===== config.mk =====
export PLATFORM = sky130hd
export DESIGN_NAME = interrupt_controller_flat
export DESIGN_NICKNAME = d
export VERILOG_FILES = /design/src/rtl/interrupt_controller_if.sv /design/src/rtl/interrupt_controller.sv /design/src/flat_wrapper.sv
export SDC_FILE = /design/constraint.sdc
export NUM_CORES = 1
export LEC_CHECK = 0
export BUFFER_PORTS_ARGS = -buffer_cell sky130_fd_sc_hd__buf_2
export CAP_MARGIN = 20
export CORE_AREA = 4 4 116 118
export DETAILED_ROUTE_END_ITERATION = 8
export DIE_AREA = 0 0 120 122
export GPL_TIMING_DRIVEN = 1
export PLACE_DENSITY = 0.44
export SYNTH_ARGS = -nofsm -noshare
export SYNTH_HDL_FRONTEND = slang
export SYNTH_SLANG_ARGS = --single-unit

===== constraint.sdc =====
create_clock -name clock -period 4.5 [get_ports clock]
set_input_delay 0.225 -clock clock [delete_from_list [all_inputs] [get_ports clock]]
set_output_delay 0.225 -clock clock [all_outputs]
set_load 0.1 [all_outputs]

===== src/rtl/interrupt_controller_if.sv =====
// CPU I/O bus shared by the interrupt controller and other bus peripherals.
// The CPU side drives address/control/write data; peripherals return read data.
interface interrupt_controller_if;
    logic [31:0] addressBus;
    logic        mio;
    logic [7:0]  dataBusIn;
    logic [7:0]  dataBusOut;
    logic        readRequest;
    logic        enable;

    modport master (
        output addressBus,
        output mio,
        output dataBusIn,
        output readRequest,
        output enable,
        input  dataBusOut
    );

    modport slave (
        input  addressBus,
        input  mio,
        input  dataBusIn,
        input  readRequest,
        input  enable,
        output dataBusOut
    );
endinterface


===== src/rtl/interrupt_controller.sv =====
// 16-line edge-triggered interrupt controller with mask, pending and EOI.
// Presents the lowest-numbered unmasked pending line to the CPU.
module interrupt_controller #(
    parameter logic [31:0] BASE_ADDRESS = 32'h0000_0100
) (
    input  logic                   clock,
    input  logic                   reset,
    input  logic [15:0]            externalInterrupts,
    interrupt_controller_if.slave  bus,
    output logic                   interruptRequest,
    output logic [3:0]             interruptVector,
    input  logic                   interruptAcknowledge
);

    typedef enum logic [1:0] {
        IDLE,
        REQUEST,
        SERVICE
    } state_t;

    state_t      state_q, state_d;
    logic [15:0] mask_q, mask_d;
    logic [15:0] pending_q, pending_d;
    logic [15:0] prev_lines_q, prev_lines_d;
    logic [3:0]  current_vector_q, current_vector_d;
    logic        in_service_q, in_service_d;
    logic [7:0]  data_out_q, data_out_d;

    logic [31:0] addr_off;
    logic [2:0]  off;
    logic        sel;
    logic        rd_sel;
    logic        wr_sel;
    logic        eoi;
    logic [15:0] new_edges;
    logic [15:0] eligible;
    logic [15:0] w1c;
    logic [15:0] ack_clear;
    logic [3:0]  first_idx;
    logic [7:0]  rd_data;

    // Unsigned wrap makes addresses below the base fall out of range.
    assign addr_off = bus.addressBus - BASE_ADDRESS;
    assign off      = addr_off[2:0];
    assign sel      = bus.enable & ~bus.mio & (addr_off < 32'd5);
    assign rd_sel   = sel & bus.readRequest;
    assign wr_sel   = sel & ~bus.readRequest;
    assign eoi      = wr_sel & (off == 3'd4);

    assign new_edges = externalInterrupts & ~prev_lines_q;
    assign eligible  = pending_q & ~mask_q;

    always_comb begin
        first_idx = 4'd0;
        for (int i = 15; i >= 0; i--) begin
            if (eligible[i]) first_idx = 4'(i);
        end
    end

    always_comb begin
        rd_data = 8'h00;
        case (off)
            3'd0: rd_data = mask_q[7:0];
            3'd1: rd_data = mask_q[15:8];
            3'd2: rd_data = pending_q[7:0];
            3'd3: rd_data = pending_q[15:8];
            3'd4: rd_data = {in_service_q, 3'b000, current_vector_q};
            default: rd_data = 8'h00;
        endcase
    end

    always_comb begin
        mask_d       = mask_q;
        w1c          = 16'h0000;
        ack_clear    = 16'h0000;
        prev_lines_d = externalInterrupts;
        data_out_d   = rd_sel ? rd_data : 8'h00;
        if (wr_sel && off == 3'd0) mask_d[7:0]  = bus.dataBusIn;
        if (wr_sel && off == 3'd1) mask_d[15:8] = bus.dataBusIn;
        if (wr_sel && off == 3'd2) w1c[7:0]     = bus.dataBusIn;
        if (wr_sel && off == 3'd3) w1c[15:8]    = bus.dataBusIn;
        if (state_q == REQUEST && interruptAcknowledge) begin
            ack_clear = 16'h0001 << current_vector_q;
        end
        // A fresh edge always wins over any clear in the same cycle.
        pending_d = (pending_q & ~w1c & ~ack_clear) | new_edges;
    end

    always_comb begin
        state_d          = state_q;
        current_vector_d = current_vector_q;
        in_service_d     = in_service_q;
        unique case (state_q)
            IDLE: begin
                if (|eligible) begin
                    current_vector_d = first_idx;
                    state_d          = REQUEST;
                end
            end
            REQUEST: begin
                if (interruptAcknowledge) begin
                    in_service_d = 1'b1;
                    state_d      = SERVICE;
                end else if (!eligible[current_vector_q]) begin
                    current_vector_d = 4'd0;
                    state_d          = IDLE;
                end
            end
            SERVICE: begin
                if (eoi) begin
                    in_service_d     = 1'b0;
                    current_vector_d = 4'd0;
                    state_d          = IDLE;
                end
            end
            default: state_d = IDLE;
        endcase
    end

    always_ff @(posedge clock or posedge reset) begin
        if (reset) begin
            state_q          <= IDLE;
            mask_q           <= 16'hFFFF;
            pending_q        <= 16'h0000;
            prev_lines_q     <= 16'h0000;
            current_vector_q <= 4'd0;
            in_service_q     <= 1'b0;
            data_out_q       <= 8'h00;
        end else begin
            state_q          <= state_d;
            mask_q           <= mask_d;
            pending_q        <= pending_d;
            prev_lines_q     <= prev_lines_d;
            current_vector_q <= current_vector_d;
            in_service_q     <= in_service_d;
            data_out_q       <= data_out_d;
        end
    end

    assign interruptRequest = (state_q == REQUEST);
    assign interruptVector  = interruptRequest ? current_vector_q : 4'd0;
    assign bus.dataBusOut   = data_out_q;

endmodule


===== src/flat_wrapper.sv =====
// flat-port wrapper written by rule: the top's interface ports become plain ports
module interrupt_controller_flat 
#(
    parameter logic [31:0] BASE_ADDRESS = 32'h0000_0100
)
  (clock, reset, externalInterrupts, interruptRequest, interruptVector, interruptAcknowledge, bus_addressBus, bus_mio, bus_dataBusIn, bus_readRequest, bus_enable, bus_dataBusOut);
  interrupt_controller_if bus_i ();
  input  logic clock;
  input  logic reset;
  input  logic [15:0] externalInterrupts;
  output logic interruptRequest;
  output logic [3:0] interruptVector;
  input  logic interruptAcknowledge;
  input wire logic [$bits(bus_i.addressBus)-1:0] bus_addressBus;
  input wire logic [$bits(bus_i.mio)-1:0] bus_mio;
  input wire logic [$bits(bus_i.dataBusIn)-1:0] bus_dataBusIn;
  input wire logic [$bits(bus_i.readRequest)-1:0] bus_readRequest;
  input wire logic [$bits(bus_i.enable)-1:0] bus_enable;
  output wire logic [$bits(bus_i.dataBusOut)-1:0] bus_dataBusOut;
  assign bus_i.addressBus = bus_addressBus;
  assign bus_i.mio = bus_mio;
  assign bus_i.dataBusIn = bus_dataBusIn;
  assign bus_i.readRequest = bus_readRequest;
  assign bus_i.enable = bus_enable;
  assign bus_dataBusOut = bus_i.dataBusOut;
  interrupt_controller #(.BASE_ADDRESS(BASE_ADDRESS)) u_core (.clock(clock), .reset(reset), .externalInterrupts(externalInterrupts), .bus(bus_i), .interruptRequest(interruptRequest), .interruptVector(interruptVector), .interruptAcknowledge(interruptAcknowledge));
endmodule

==> metrics.txt, run 1 <==
# TYPE chip_impl_metric gauge
chip_impl_metric{name="number_of_antenna_violations_at_the_first_check_in_global_routing",unit=""} 0
chip_impl_info{name="highest_count_cells_in_the_layout_ignoring_fill_and_taps",value="74 x sky130_fd_sc_hd__buf_2, 47 x sky130_fd_sc_hd__dfrtp_1, 38 x sky130_fd_sc_hd__o21ai_0, 23 x sky130_fd_sc_hd__inv_1, 21 x sky130_fd_sc_hd__nand2b_1"} 1
chip_impl_metric{name="setup_viol",unit=""} 0
chip_impl_metric{name="use_met3",unit="%"} 3.85
chip_impl_info{name="hold_path.class",value="input pin to register"} 1
chip_impl_metric{name="placed_cell_area",unit="µm²"} 3990
chip_impl_metric{name="drv_cap",unit=""} 0
chip_impl_metric{name="report.final.slew_viol_count",unit=""} 0
chip_impl_metric{name="die_wd",unit="µm"} 120
chip_impl_metric{name="syn_area_per_cell",unit="µm²"} 10.3
chip_impl_metric{name="synth_nets",unit=""} 399
chip_impl_metric{name="use_met2",unit="%"} 23.1
chip_impl_metric{name="firstDrtPassIters",unit=""} 5
chip_impl_metric{name="synth.top_cell.area_share",unit="%"} 34.4
chip_impl_metric{name="htree_levels",unit=""} 3
chip_impl_metric{name="worst_path_max_fanout",unit=""} 4
chip_impl_metric{name="synth_enable_flop_cells",unit=""} 0
chip_impl_metric{name="globalplace.congestion",unit=""} 0.862
chip_impl_metric{name="die-height",unit="µm"} 122
chip_impl_metric{name="dr_total_vias",unit=""} 2891
chip_impl_metric{name="initial_core_util",unit="%"} 27.5
chip_impl_metric{name="core-area",unit="µm²"} 12500
chip_impl_metric{name="route.detailed.vias_per_inst",unit=""} 4.87
chip_impl_info{name="rr_startpoint",value="u_core.mask_q[13]"} 1
chip_impl_metric{name="postSynthRegisterBits",unit=""} 63
chip_impl_metric{name="crit_arrival",unit="ps"} 2840
chip_impl_metric{name="globalRouteMet1Util",unit="%"} 17.9
chip_impl_metric{name="areaGrowthSynthToFinish",unit="%"} 26.6
chip_impl_metric{name="wl",unit="mm"} 9.75
chip_impl_metric{name="clkTransAtPathRegs",unit="ps"} 50
chip_impl_metric{name="drtIter0Drc",unit=""} 122
chip_impl_metric{name="worst_ep_required_time",unit="ps"} 4720
chip_impl_metric{name="post_drt_wl_per_cell",unit="µm"} 16.4
chip_impl_info{name="status",value="completed"} 1
chip_impl_metric{name="finalInstanceArea",unit="µm²"} 4330
chip_impl_metric{name="vdd_ir_drop_max",unit="mV"} 0.175
chip_impl_info{name="worstSetupPathType",value="register to register"} 1
chip_impl_metric{name="cts_inserted_buffers",unit=""} 9
chip_impl_metric{name="dp.final_hpwl",unit="mm"} 7.41
chip_impl_metric{name="fp.dieArea",unit="µm²"} 14600
chip_impl_metric{name="share_of_cells_above_drive_strength_1",unit="%"} 33.2
chip_impl_metric{name="placementRows",unit=""} 41
chip_impl_metric{name="finalClockSkew",unit="ps"} 7.15
chip_impl_metric{name="hold_viol",unit=""} 0
chip_impl_metric{name="buffer_ports.inserted",unit=""} 74
chip_impl_metric{name="cts_setup_buffers",unit=""} 0
chip_impl_metric{name="insertedDiodeCount",unit=""} 0
chip_impl_metric{name="clkSinkCount",unit=""} 63
chip_impl_metric{name="hold_buffers",unit=""} 6
chip_impl_metric{name="power_density_over_the_cells",unit="nW/µm²"} 305
chip_impl_metric{name="grt_first_pass_wirelength",unit="mm"} 15.8
chip_impl_metric{name="ys_seq_area_share",unit="%"} 46.7
chip_impl_info{name="critPathLaunch",value="u_core.mask_q[13]"} 1
chip_impl_info{name="rsz0062_at_grt",value="false"} 1
chip_impl_metric{name="gate_count_post_synth",unit=""} 333
chip_impl_metric{name="ctsLongestPathBuffers",unit=""} 2
chip_impl_metric{name="whs",unit="ps"} 7.89
chip_impl_metric{name="detail_route.drc_violations",unit=""} 0
chip_impl_info{name="setup.worst_path.end_class",value="register"} 1
chip_impl_metric{name="pin_count_of_the_biggest_net_entering_global_routing",unit=""} 64
chip_impl_metric{name="synth_warnings",unit=""} 0
chip_impl_metric{name="grt-ovfl-total",unit=""} 0
chip_impl_info{name="worst_setup_path_start_kind",value="register"} 1
chip_impl_metric{name="fin_setup_tns",unit="ps"} 0
chip_impl_metric{name="final_period_minus_worst_setup_slack",unit="ps"} 2620
chip_impl_metric{name="netlist-cell-type-count",unit=""} 50
chip_impl_info{name="synth_flop_cell",value="sky130_fd_sc_hd__dfrtp_1"} 1
chip_impl_metric{name="tightestPinTransition",unit="ps"} 878
chip_impl_metric{name="nets",unit=""} 483
chip_impl_metric{name="worstSkewPairLatency",unit="ps"} 340
chip_impl_metric{name="fmax",unit="MHz"} 382
chip_impl_metric{name="globalRouteTotalUtil",unit="%"} 14.1
chip_impl_info{name="worst_hold_startpoint",value="externalInterrupts[14]"} 1
chip_impl_metric{name="post_synth_instance_area",unit="µm²"} 3420
chip_impl_metric{name="first_global_vias",unit=""} 2935
chip_impl_metric{name="pin_count",unit=""} 75
chip_impl_metric{name="power.static_leakage",unit="nW"} 1.97
chip_impl_metric{name="timing.final.crit_share",unit="%"} 58.2
chip_impl_info{name="synth_top_cells_by_area",value="sky130_fd_sc_hd__dfrtp_1 34%, sky130_fd_sc_hd__dfstp_2 12%, sky130_fd_sc_hd__mux2_2 6.3%"} 1
chip_impl_info{name="gr-max-usage-layer",value="met2"} 1
chip_impl_metric{name="post_cts_resize_count",unit=""} 0
chip_impl_metric{name="drtAntennaViolNets",unit=""} 0
chip_impl_metric{name="total_power_consumption",unit="mW"} 1.32
chip_impl_info{name="synth_top_area_cell",value="sky130_fd_sc_hd__dfrtp_1"} 1
chip_impl_metric{name="synth_async_sr_flop_share",unit="%"} 100
chip_impl_info{name="leading_cell_type_in_the_layout_fill_and_taps_excluded",value="sky130_fd_sc_hd__buf_2"} 1
chip_impl_info{name="cts_tree",value="built"} 1
chip_impl_info{name="clock-root-buffer",value="sky130_fd_sc_hd__clkbuf_16"} 1
chip_impl_metric{name="max_slew_margin",unit="%"} 41.4
registers in the layout, indices dropped and copies added (netlist names):
name,cells
u_core.mask_q,16
u_core.pending_q,16
u_core.prev_lines_q,16
u_core.bus.dataBusOut,8
u_core.current_vector_q,4
u_core.state_q,2
u_core.in_service_q,1
through the flow:
stage	setup WS (ps)	utilization, %	instances
5_1_grt	1560	34.7	594
6_report	1880	34.7	594
3_3_place_gp	1590	32.0	572
2_1_floorplan	1170	-	333
3_5_place_dp	1510	32.0	572
4_1_cts	1870	34.7	594
power breakdown:
part / leakage (nW) / internal [mW] / switching (mW) / total, mW
logic: 1.13 / 0.0359 / 0.0500 / 0.0858
clock network: 0.142 / 0.401 / 0.259 / 0.660
registers: 0.696 / 0.575 / 0.00143 / 0.576
per-layer routing:
metal  part of all wire (%)  wire length [µm]
met5                      0                 0
met4                    1.3               130
met3                    7.3               713
met2                     47              4590
met1                     44              4310
final cells by class:
| cell class | instances | area, µm² |
|---|---|---|
| inverters | 24 | 90.1 |
| multi-input cells | 237 | 1700 |
| repair buffers | 82 | 445 |
| clock buffers | 11 | 253 |
| fillers | 1310 | 8130 |
| well taps | 172 | 215 |
| clock inverters | 5 | 31.3 |
| flip-flops and latches | 63 | 1600 |
critical path, stage by stage, from the launching register on:
cell and delay [ps]:
sky130_fd_sc_hd__dfstp_2 530, sky130_fd_sc_hd__nand2b_1 190, sky130_fd_sc_hd__nand4_1 150, sky130_fd_sc_hd__or4_1 470
sky130_fd_sc_hd__or4_1 600, sky130_fd_sc_hd__nand4_1 210, sky130_fd_sc_hd__mux2_2 360
synth_stat cells (all sizes together), types with 3 or more instances:
cell / count
clkbuf: 7
nor3b: 4
nor2b: 8
mux2i: 7
and2: 5
mux2: 19
nor3: 11
inv: 24
a21o: 16
ha: 4
nand4: 9
nand3: 3
a221oi: 5
nand2: 16
nor4: 12
mux4: 6
dfrtp: 47
nor2: 16
nor4bb: 3
nand2b: 21
o21ai: 39
a21oi: 7
dfstp: 16
path summary, 6_finish.rpt:
kind	to	slack (ps)	depth (start not counted)
min in group asynchronous	u_core.prev_lines_q[13]	120	3
setup / recovery	u_core.current_vector_q[1]	1880	6
hold reg to reg	u_core.pending_q[7]	410	1
setup reg to reg	u_core.current_vector_q[1]	1880	6
hold / removal	u_core.prev_lines_q[14]	8	1
max in group asynchronous	u_core.current_vector_q[0]	3860	3
cell families after synthesis:
family | count (synthesis) | share of synthesized area, %
AND/OR/NAND/NOR | 115 | 19.9
AO/OA/AOI/OAI | 85 | 15.8
flip-flops | 63 | 46.7
buffers and inverters | 33 | 3.66
multiplexers | 32 | 12.2
adder cells (fa/ha/maj) | 4 | 1.46
XOR/XNOR | 1 | 0.256
(Power assumes the default switching activity.)
==> run 2, diff against run 1 <==
--- a/config.mk
+++ b/config.mk
@@ -5,13 +5,14 @@
 export SDC_FILE = /design/constraint.sdc
 export NUM_CORES = 1
 export LEC_CHECK = 0
+export ABC_AREA = 1
 export BUFFER_PORTS_ARGS = -buffer_cell sky130_fd_sc_hd__buf_2
 export CAP_MARGIN = 20
-export CORE_AREA = 4 4 116 118
+export CORE_AREA = 4 4 120 122
 export DETAILED_ROUTE_END_ITERATION = 8
-export DIE_AREA = 0 0 120 122
+export DIE_AREA = 0 0 124 126
 export GPL_TIMING_DRIVEN = 1
-export PLACE_DENSITY = 0.44
+export PLACE_DENSITY = 0.45
 export SYNTH_ARGS = -nofsm -noshare
 export SYNTH_HDL_FRONTEND = slang
 export SYNTH_SLANG_ARGS = --single-unit
==> constraint.sdc (replaced) <==
create_clock -name clock -period 2.4 [get_ports clock]
set_input_delay 0.12 -clock clock [delete_from_list [all_inputs] [get_ports clock]]
set_output_delay 0.12 -clock clock [all_outputs]
set_load 0.1 [all_outputs]
==> metrics.txt, run 2 <==
# TYPE chip_impl_metric gauge
chip_impl_info{name="status",value="completed"} 1
chip_impl_info{name="synth_flop_cell",value="sky130_fd_sc_hd__dfrtp_1"} 1
chip_impl_metric{name="detail_route.drc_violations",unit=""} 0
chip_impl_metric{name="first_global_vias",unit=""} 3689
chip_impl_metric{name="route.detailed.vias_per_inst",unit=""} 4.56
chip_impl_metric{name="pin_count",unit=""} 75
chip_impl_metric{name="hold_viol",unit=""} 0
chip_impl_metric{name="vdd_ir_drop_max",unit="mV"} 0.448
chip_impl_metric{name="buffer_ports.inserted",unit=""} 74
chip_impl_info{name="worstSetupPathType",value="register to register"} 1
chip_impl_info{name="crit_chain",value="inv_1 -> nor2_1 -> a21oi_1 -> o2111ai_1 -> o211ai_1 -> nand3_1 -> nand3_1 -> inv_1 -> nand2_1 -> nand2_1 -> o21ai_0"} 1
chip_impl_metric{name="globalplace.congestion",unit=""} 0.872
chip_impl_metric{name="die_wd",unit="µm"} 124
chip_impl_metric{name="crit_arrival",unit="ps"} 2260
chip_impl_metric{name="ys_seq_area_share",unit="%"} 43.8
chip_impl_metric{name="cts_inserted_buffers",unit=""} 9
chip_impl_metric{name="post_drt_wl_per_cell",unit="µm"} 14.6
chip_impl_metric{name="netlist-cell-type-count",unit=""} 31
chip_impl_info{name="cts_tree",value="built"} 1
chip_impl_info{name="worst_setup_path_start_kind",value="register"} 1
chip_impl_metric{name="fin_setup_tns",unit="ps"} 0
chip_impl_metric{name="globalRouteTotalUtil",unit="%"} 15.9
chip_impl_info{name="rsz0062_at_grt",value="false"} 1
chip_impl_metric{name="insertedDiodeCount",unit=""} 0
chip_impl_metric{name="power.combinational.fraction",unit="%"} 22.0
chip_impl_metric{name="grt-ovfl-total",unit=""} 0
chip_impl_metric{name="fp.dieArea",unit="µm²"} 15600
chip_impl_metric{name="areaGrowthSynthToFinish",unit="%"} 30.5
chip_impl_metric{name="drtAntennaViolNets",unit=""} 0
chip_impl_metric{name="power_switching",unit="mW"} 1.00
chip_impl_metric{name="postSynthRegisterBits",unit=""} 63
chip_impl_info{name="hold_path.class",value="input pin to register"} 1
chip_impl_metric{name="core-area",unit="µm²"} 13200
chip_impl_info{name="largest_registers_ranked_by_flip_flop_count",value="u_core.mask_q: 16 flops, u_core.pending_q: 16 flops, u_core.prev_lines_q: 16 flops"} 1
chip_impl_metric{name="finalClockSkew",unit="ps"} 10.7
chip_impl_metric{name="clkTransAtPathRegs",unit="ps"} 60
chip_impl_metric{name="fmax",unit="MHz"} 487
chip_impl_metric{name="timing.final.crit_share",unit="%"} 85.6
chip_impl_metric{name="whs",unit="ps"} 57.8
chip_impl_metric{name="htree_levels",unit=""} 3
chip_impl_metric{name="syn_area_per_cell",unit="µm²"} 7.14
chip_impl_info{name="leading_post_synthesis_cells_by_instance_count",value="136 x sky130_fd_sc_hd__nand2_1, 83 x sky130_fd_sc_hd__inv_1, 74 x sky130_fd_sc_hd__nor2_1, 47 x sky130_fd_sc_hd__dfrtp_1, 44 x sky130_fd_sc_hd__o21ai_0"} 1
chip_impl_metric{name="power_frac_clock",unit="%"} 40.5
chip_impl_metric{name="worst_path_max_fanout",unit=""} 7
chip_impl_metric{name="gate_count_post_synth",unit=""} 511
chip_impl_metric{name="tightestPinTransition",unit="ps"} 597
chip_impl_metric{name="synth_async_sr_flop_share",unit="%"} 100
chip_impl_metric{name="synth_enable_flop_cells",unit=""} 0
chip_impl_metric{name="synth_warnings",unit=""} 0
chip_impl_info{name="synth_top_cells_by_area",value="sky130_fd_sc_hd__dfrtp_1 32%, sky130_fd_sc_hd__nand2_1 14%, sky130_fd_sc_hd__dfstp_2 12%"} 1
chip_impl_info{name="clock-root-buffer",value="sky130_fd_sc_hd__clkbuf_16"} 1
chip_impl_info{name="synth_top_area_cell",value="sky130_fd_sc_hd__dfrtp_1"} 1
chip_impl_metric{name="pin_count_of_the_biggest_net_entering_global_routing",unit=""} 39
chip_impl_metric{name="cts_setup_buffers",unit=""} 0
chip_impl_metric{name="placementRows",unit=""} 42
chip_impl_metric{name="ctsLongestPathBuffers",unit=""} 2
chip_impl_metric{name="intPower",unit="mW"} 2.15
chip_impl_info{name="leading_cell_type_in_the_layout_fill_and_taps_excluded",value="sky130_fd_sc_hd__nand2_1"} 1
chip_impl_metric{name="dr_total_vias",unit=""} 3642
chip_impl_metric{name="share_of_cells_above_drive_strength_1",unit="%"} 22.7
chip_impl_metric{name="initial_core_util",unit="%"} 27.7
chip_impl_metric{name="firstDrtPassIters",unit=""} 4
chip_impl_metric{name="number_of_antenna_violations_at_the_first_check_in_global_routing",unit=""} 0
chip_impl_metric{name="drv_cap",unit=""} 0
chip_impl_metric{name="post_synth_instance_area",unit="µm²"} 3650
chip_impl_metric{name="cp_slowest_stage_delay",unit="ps"} 480
chip_impl_metric{name="worstSkewPairLatency",unit="ps"} 340
chip_impl_info{name="critical-path-slowest-cell",value="sky130_fd_sc_hd__dfrtp_1"} 1
chip_impl_metric{name="grt_first_pass_wirelength",unit="mm"} 19.0
chip_impl_info{name="highest_count_cells_in_the_layout_ignoring_fill_and_taps",value="136 x sky130_fd_sc_hd__nand2_1, 81 x sky130_fd_sc_hd__inv_1, 74 x sky130_fd_sc_hd__nor2_1, 74 x sky130_fd_sc_hd__buf_2, 47 x sky130_fd_sc_hd__dfrtp_1"} 1
chip_impl_metric{name="worst_ep_required_time",unit="ps"} 2600
chip_impl_info{name="setup.worst_path.end_class",value="register"} 1
chip_impl_metric{name="report.final.slew_viol_count",unit=""} 0
chip_impl_metric{name="synth.top_cell.area_share",unit="%"} 32.2
chip_impl_metric{name="wl",unit="mm"} 11.7
chip_impl_metric{name="post_cts_resize_count",unit=""} 0
chip_impl_metric{name="nets",unit=""} 683
chip_impl_metric{name="drtIter0Drc",unit=""} 318
chip_impl_metric{name="power.static_leakage",unit="nW"} 2.27
chip_impl_metric{name="dp.final_hpwl",unit="mm"} 9.04
chip_impl_metric{name="hold_buffers",unit=""} 17
chip_impl_metric{name="die-height",unit="µm"} 126
chip_impl_metric{name="synth_nets",unit=""} 577
chip_impl_metric{name="sequential_fraction_of_design_power",unit="%"} 37.5
chip_impl_info{name="synthMostInstantiatedCell",value="sky130_fd_sc_hd__nand2_1"} 1
chip_impl_metric{name="setup_viol",unit=""} 0
chip_impl_metric{name="power.share.switching",unit="%"} 31.8
chip_impl_metric{name="power_density_over_the_cells",unit="nW/µm²"} 663
chip_impl_metric{name="max_slew_margin",unit="%"} 60.2
chip_impl_metric{name="final_period_minus_worst_setup_slack",unit="ps"} 2050
chip_impl_metric{name="clkSinkCount",unit=""} 63
[run 2: cell count changes after synthesis, moves of 15 or more]
cell                       previous run  this run
sky130_fd_sc_hd__a21o_1              16         0
sky130_fd_sc_hd__nor2_1              16        74
sky130_fd_sc_hd__mux2_2              19         0
sky130_fd_sc_hd__nand2_1             16       136
sky130_fd_sc_hd__nand2b_1            21         0
sky130_fd_sc_hd__nand3_1              3        18
sky130_fd_sc_hd__o21ai_1              1        18
sky130_fd_sc_hd__inv_1               24        83
[run 2: logic make-up after synthesis]
logic type / share of synthesized area [%]
AND/OR/NAND/NOR: 29.5
flip-flops: 43.8
AO/OA/AOI/OAI: 15.8
XOR/XNOR: 0.240
buffers and inverters: 9.23
adder cells (fa/ha/maj): 1.37
[run 2: path summary, 6_finish.rpt]
path                                            start                    endpoint  slack (ps)  depth (start not counted)
hold reg to reg                u_core.prev_lines_q[2]         u_core.pending_q[2]         410                          1
hold / removal                       bus_dataBusIn[5]           u_core.mask_q[13]          60                          3
max in group asynchronous                       reset            u_core.mask_q[0]        1320                          4
setup / recovery           u_core.current_vector_q[1]  u_core.current_vector_q[2]         350                         11
min in group asynchronous                       reset      u_core.prev_lines_q[5]         400                          3
setup reg to reg           u_core.current_vector_q[1]  u_core.current_vector_q[2]         350                         11
[run 2: per-stage QoR]
stage	power (mW)	setup WS [ps]	area (µm²)	std cells	utilization (%)
2_1_floorplan	1.65	104	3650	511	-
3_3_place_gp	1.87	135	4290	765	32.5
3_5_place_dp	1.88	103	4290	765	32.5
4_1_cts	3.21	300	4760	798	36.1
5_1_grt	3.34	54.3	4760	798	36.1
6_report	3.16	346	4760	798	36.1
[run 2: cell type report]
| cell class | instances | area (µm²) |
|---|---|---|
| clock inverter | 2 | 12.5 |
| clock buffer | 14 | 284 |
| fill | 1415 | 8430 |
| tap | 176 | 220 |
| timing repair buffer | 99 | 613 |
| inverter | 83 | 315 |
| multi-input combinational | 361 | 1720 |
| sequential | 63 | 1600 |
[run 2: per-layer routing]
metal | track usage [%] | up-vias | wire (µm)
li1 | - | 1833 | -
met2 | 24.7 | 119 | 5170
met3 | 3.59 | 27 | 743
met4 | 5.80 | 0 | 274
met5 | 0 | - | 0
met1 | 21.6 | 1663 | 5470
[run 2: critical path, delay by kind of cell, from the launching register on]
kind | cells | cell delay (ps)
buffers and inverters | 2 | 130
flip-flops | 1 | 480
AND/OR/NAND/NOR | 5 | 840
AO/OA/AOI/OAI | 4 | 460
[run 2: power groups by stage]
stage                     sequential [mW]  combinational, mW  clock (mW)
after floorplan                      1.18              0.472           0
after global placement               1.20              0.674           0
after detailed placement             1.20              0.679           0
after CTS                            1.18              0.706        1.32
after global routing                 1.19              0.789        1.37
final                                1.18              0.693        1.28
==> run 3, diff against run 2 <==
--- a/config.mk
+++ b/config.mk
@@ -6,13 +6,13 @@
 export NUM_CORES = 1
 export LEC_CHECK = 0
 export ABC_AREA = 1
-export BUFFER_PORTS_ARGS = -buffer_cell sky130_fd_sc_hd__buf_2
 export CAP_MARGIN = 20
-export CORE_AREA = 4 4 120 122
+export CORE_AREA = 4 4 116 118
 export DETAILED_ROUTE_END_ITERATION = 8
-export DIE_AREA = 0 0 124 126
+export DIE_AREA = 0 0 120 122
+export DONT_BUFFER_PORTS = 1
 export GPL_TIMING_DRIVEN = 1
-export PLACE_DENSITY = 0.45
+export PLACE_DENSITY = 0.42
 export SYNTH_ARGS = -nofsm -noshare
 export SYNTH_HDL_FRONTEND = slang
 export SYNTH_SLANG_ARGS = --single-unit
==> metrics.txt, run 3 (synthesized netlist as in run 2, its figures left out) <==
# TYPE chip_impl_metric gauge
chip_impl_info{name="status",value="completed"} 1
chip_impl_metric{name="initial_core_util",unit="%"} 29.3
chip_impl_metric{name="globalRouteTotalUtil",unit="%"} 15.4
chip_impl_info{name="critical-path-slowest-cell",value="sky130_fd_sc_hd__dfrtp_1"} 1
chip_impl_metric{name="wl",unit="mm"} 11.0
chip_impl_metric{name="first_global_vias",unit=""} 3221
chip_impl_metric{name="route.detailed.vias_per_inst",unit=""} 4.58
chip_impl_metric{name="core-area",unit="µm²"} 12500
chip_impl_metric{name="htree_levels",unit=""} 3
chip_impl_metric{name="insertedDiodeCount",unit=""} 0
chip_impl_metric{name="die-height",unit="µm"} 122
chip_impl_metric{name="clkTransAtPathRegs",unit="ps"} 60
chip_impl_metric{name="power_density_over_the_cells",unit="nW/µm²"} 677
chip_impl_metric{name="wl_met2",unit="mm"} 5.00
chip_impl_metric{name="vdd_ir_drop_max",unit="mV"} 0.363
chip_impl_metric{name="setup_viol",unit=""} 0
chip_impl_metric{name="fp.dieArea",unit="µm²"} 14600
chip_impl_info{name="highest_count_cells_in_the_layout_ignoring_fill_and_taps",value="136 x sky130_fd_sc_hd__nand2_1, 81 x sky130_fd_sc_hd__inv_1, 74 x sky130_fd_sc_hd__nor2_1, 47 x sky130_fd_sc_hd__dfrtp_1, 44 x sky130_fd_sc_hd__o21ai_0"} 1
chip_impl_metric{name="post_cts_resize_count",unit=""} 0
chip_impl_metric{name="post_drt_wl_per_cell",unit="µm"} 15.0
chip_impl_metric{name="num-fill-cells",unit=""} 1320
chip_impl_metric{name="grt-ovfl-total",unit=""} 0
chip_impl_metric{name="die_wd",unit="µm"} 120
chip_impl_metric{name="fin_setup_tns",unit="ps"} 0
chip_impl_metric{name="crit_arrival",unit="ps"} 2300
chip_impl_metric{name="total_power_consumption",unit="mW"} 3.03
chip_impl_info{name="worstSetupPathType",value="register to register"} 1
chip_impl_metric{name="clkSinkCount",unit=""} 63
chip_impl_metric{name="met3RoutedLength",unit="µm"} 620
chip_impl_metric{name="placementRows",unit=""} 41
chip_impl_metric{name="tightestPinTransition",unit="ps"} 919
chip_impl_metric{name="share_of_cells_above_drive_strength_1",unit="%"} 12.1
chip_impl_metric{name="cp_slowest_stage_delay",unit="ps"} 480
chip_impl_info{name="hold_path.class",value="input pin to register"} 1
chip_impl_metric{name="cts_setup_buffers",unit=""} 0
chip_impl_metric{name="areaGrowthSynthToFinish",unit="%"} 22.8
chip_impl_metric{name="power.static_leakage",unit="nW"} 2.01
chip_impl_metric{name="dp.final_hpwl",unit="mm"} 8.22
chip_impl_metric{name="pin_count_of_the_biggest_net_entering_global_routing",unit=""} 38
chip_impl_metric{name="cts_inserted_buffers",unit=""} 9
chip_impl_metric{name="finalClockSkew",unit="ps"} 11.7
chip_impl_info{name="rsz0062_at_grt",value="false"} 1
chip_impl_info{name="largest_registers_ranked_by_flip_flop_count",value="u_core.mask_q: 16 flops, u_core.pending_q: 16 flops, u_core.prev_lines_q: 16 flops"} 1
chip_impl_metric{name="globalplace.congestion",unit=""} 0.908
chip_impl_metric{name="wl_met1",unit="mm"} 5.20
chip_impl_metric{name="worst_path_max_fanout",unit=""} 7
chip_impl_metric{name="report.final.slew_viol_count",unit=""} 0
chip_impl_metric{name="dr_total_vias",unit=""} 3358
chip_impl_metric{name="hold_buffers",unit=""} 26
chip_impl_metric{name="final_period_minus_worst_setup_slack",unit="ps"} 2100
chip_impl_metric{name="hold_viol",unit=""} 0
chip_impl_metric{name="firstDrtPassIters",unit=""} 4
chip_impl_metric{name="worst_ep_required_time",unit="ps"} 2600
chip_impl_info{name="crit_chain",value="inv_1 -> nor2_1 -> a21oi_1 -> o2111ai_1 -> o211ai_1 -> nand3_1 -> nand3_1 -> inv_1 -> nand2_1 -> nand2_1 -> o21ai_0"} 1
chip_impl_info{name="worst_setup_path_start_kind",value="register"} 1
chip_impl_info{name="setup.worst_path.end_class",value="register"} 1
chip_impl_metric{name="whs",unit="ps"} 75.0
chip_impl_info{name="maxUsedRoutingLayer",value="met4"} 1
chip_impl_metric{name="grt_first_pass_wirelength",unit="mm"} 17.3
chip_impl_info{name="clock-root-buffer",value="sky130_fd_sc_hd__clkbuf_16"} 1
chip_impl_metric{name="timing.final.crit_share",unit="%"} 87.3
chip_impl_metric{name="pin_count",unit=""} 75
chip_impl_info{name="cts_tree",value="built"} 1
chip_impl_info{name="leading_cell_type_in_the_layout_fill_and_taps_excluded",value="sky130_fd_sc_hd__nand2_1"} 1
chip_impl_metric{name="drv_cap",unit=""} 0
chip_impl_metric{name="detail_route.drc_violations",unit=""} 0
chip_impl_metric{name="drtIter0Drc",unit=""} 287
chip_impl_metric{name="buffer_ports.inserted",unit=""} 0
chip_impl_metric{name="ctsLongestPathBuffers",unit=""} 2
chip_impl_metric{name="nets",unit=""} 622
chip_impl_metric{name="fmax",unit="MHz"} 477
chip_impl_metric{name="max_slew_margin",unit="%"} 38.8
chip_impl_metric{name="worstSkewPairLatency",unit="ps"} 330
chip_impl_metric{name="number_of_antenna_violations_at_the_first_check_in_global_routing",unit=""} 0
chip_impl_metric{name="drtAntennaViolNets",unit=""} 0
## run 3: worst max-delay path: cells and delay by family, from the launching register on
family                 cells  cell delay, ps
AO/OA/AOI/OAI              4             460
AND/OR/NAND/NOR            5             890
flip-flops                 1             480
buffers and inverters      2             130
## run 3: path summary, 6_finish.rpt
kind                                       startpoint                          to  slack (ps)  depth (start not counted)
max                        u_core.current_vector_q[1]  u_core.current_vector_q[3]         300                         11
max in group asynchronous                       reset            u_core.mask_q[0]        1390                          3
min reg2reg                    u_core.prev_lines_q[7]         u_core.pending_q[7]         410                          1
max reg2reg                u_core.current_vector_q[1]  u_core.current_vector_q[3]         300                         11
min in group asynchronous                       reset     u_core.prev_lines_q[12]         320                          2
min                              interruptAcknowledge           u_core.state_q[0]          70                          3
## run 3: where the power goes
part           leakage [nW]  switching (mW)  internal, mW
Combinational          1.18           0.444         0.202
Clock                 0.134           0.453         0.754
Sequential            0.698          0.0547          1.12
## run 3: per-stage QoR
stage | cells | setup slack [ps] | util (%) | area, µm²
after detailed placement | 691 | 123 | 31.7 | 3950
after CTS | 733 | 284 | 35.9 | 4480
after global routing | 733 | 61.8 | 35.9 | 4480
final | 733 | 305 | 35.9 | 4480
after global placement | 691 | 129 | 31.7 | 3950
after floorplan | 511 | 104 | - | 3650
## run 3: area by class of cell
type	count	area, µm²	share of cell area [%]
sequential	63	1600	35.6
multi-input combinational	361	1720	38.3
tap	172	215	4.80
clock buffer	15	268	5.98
timing repair buffer	38	363	8.10
clock inverter	1	5.00	0.112
inverter	83	315	7.04
## run 3: metal layers
layer | vias to the layer above | GRT usage (%)
met5 | - | 0
met4 | 0 | 5.23
met3 | 9 | 3.62
met2 | 89 | 24.2
met1 | 1547 | 20.9
li1 | 1713 | -
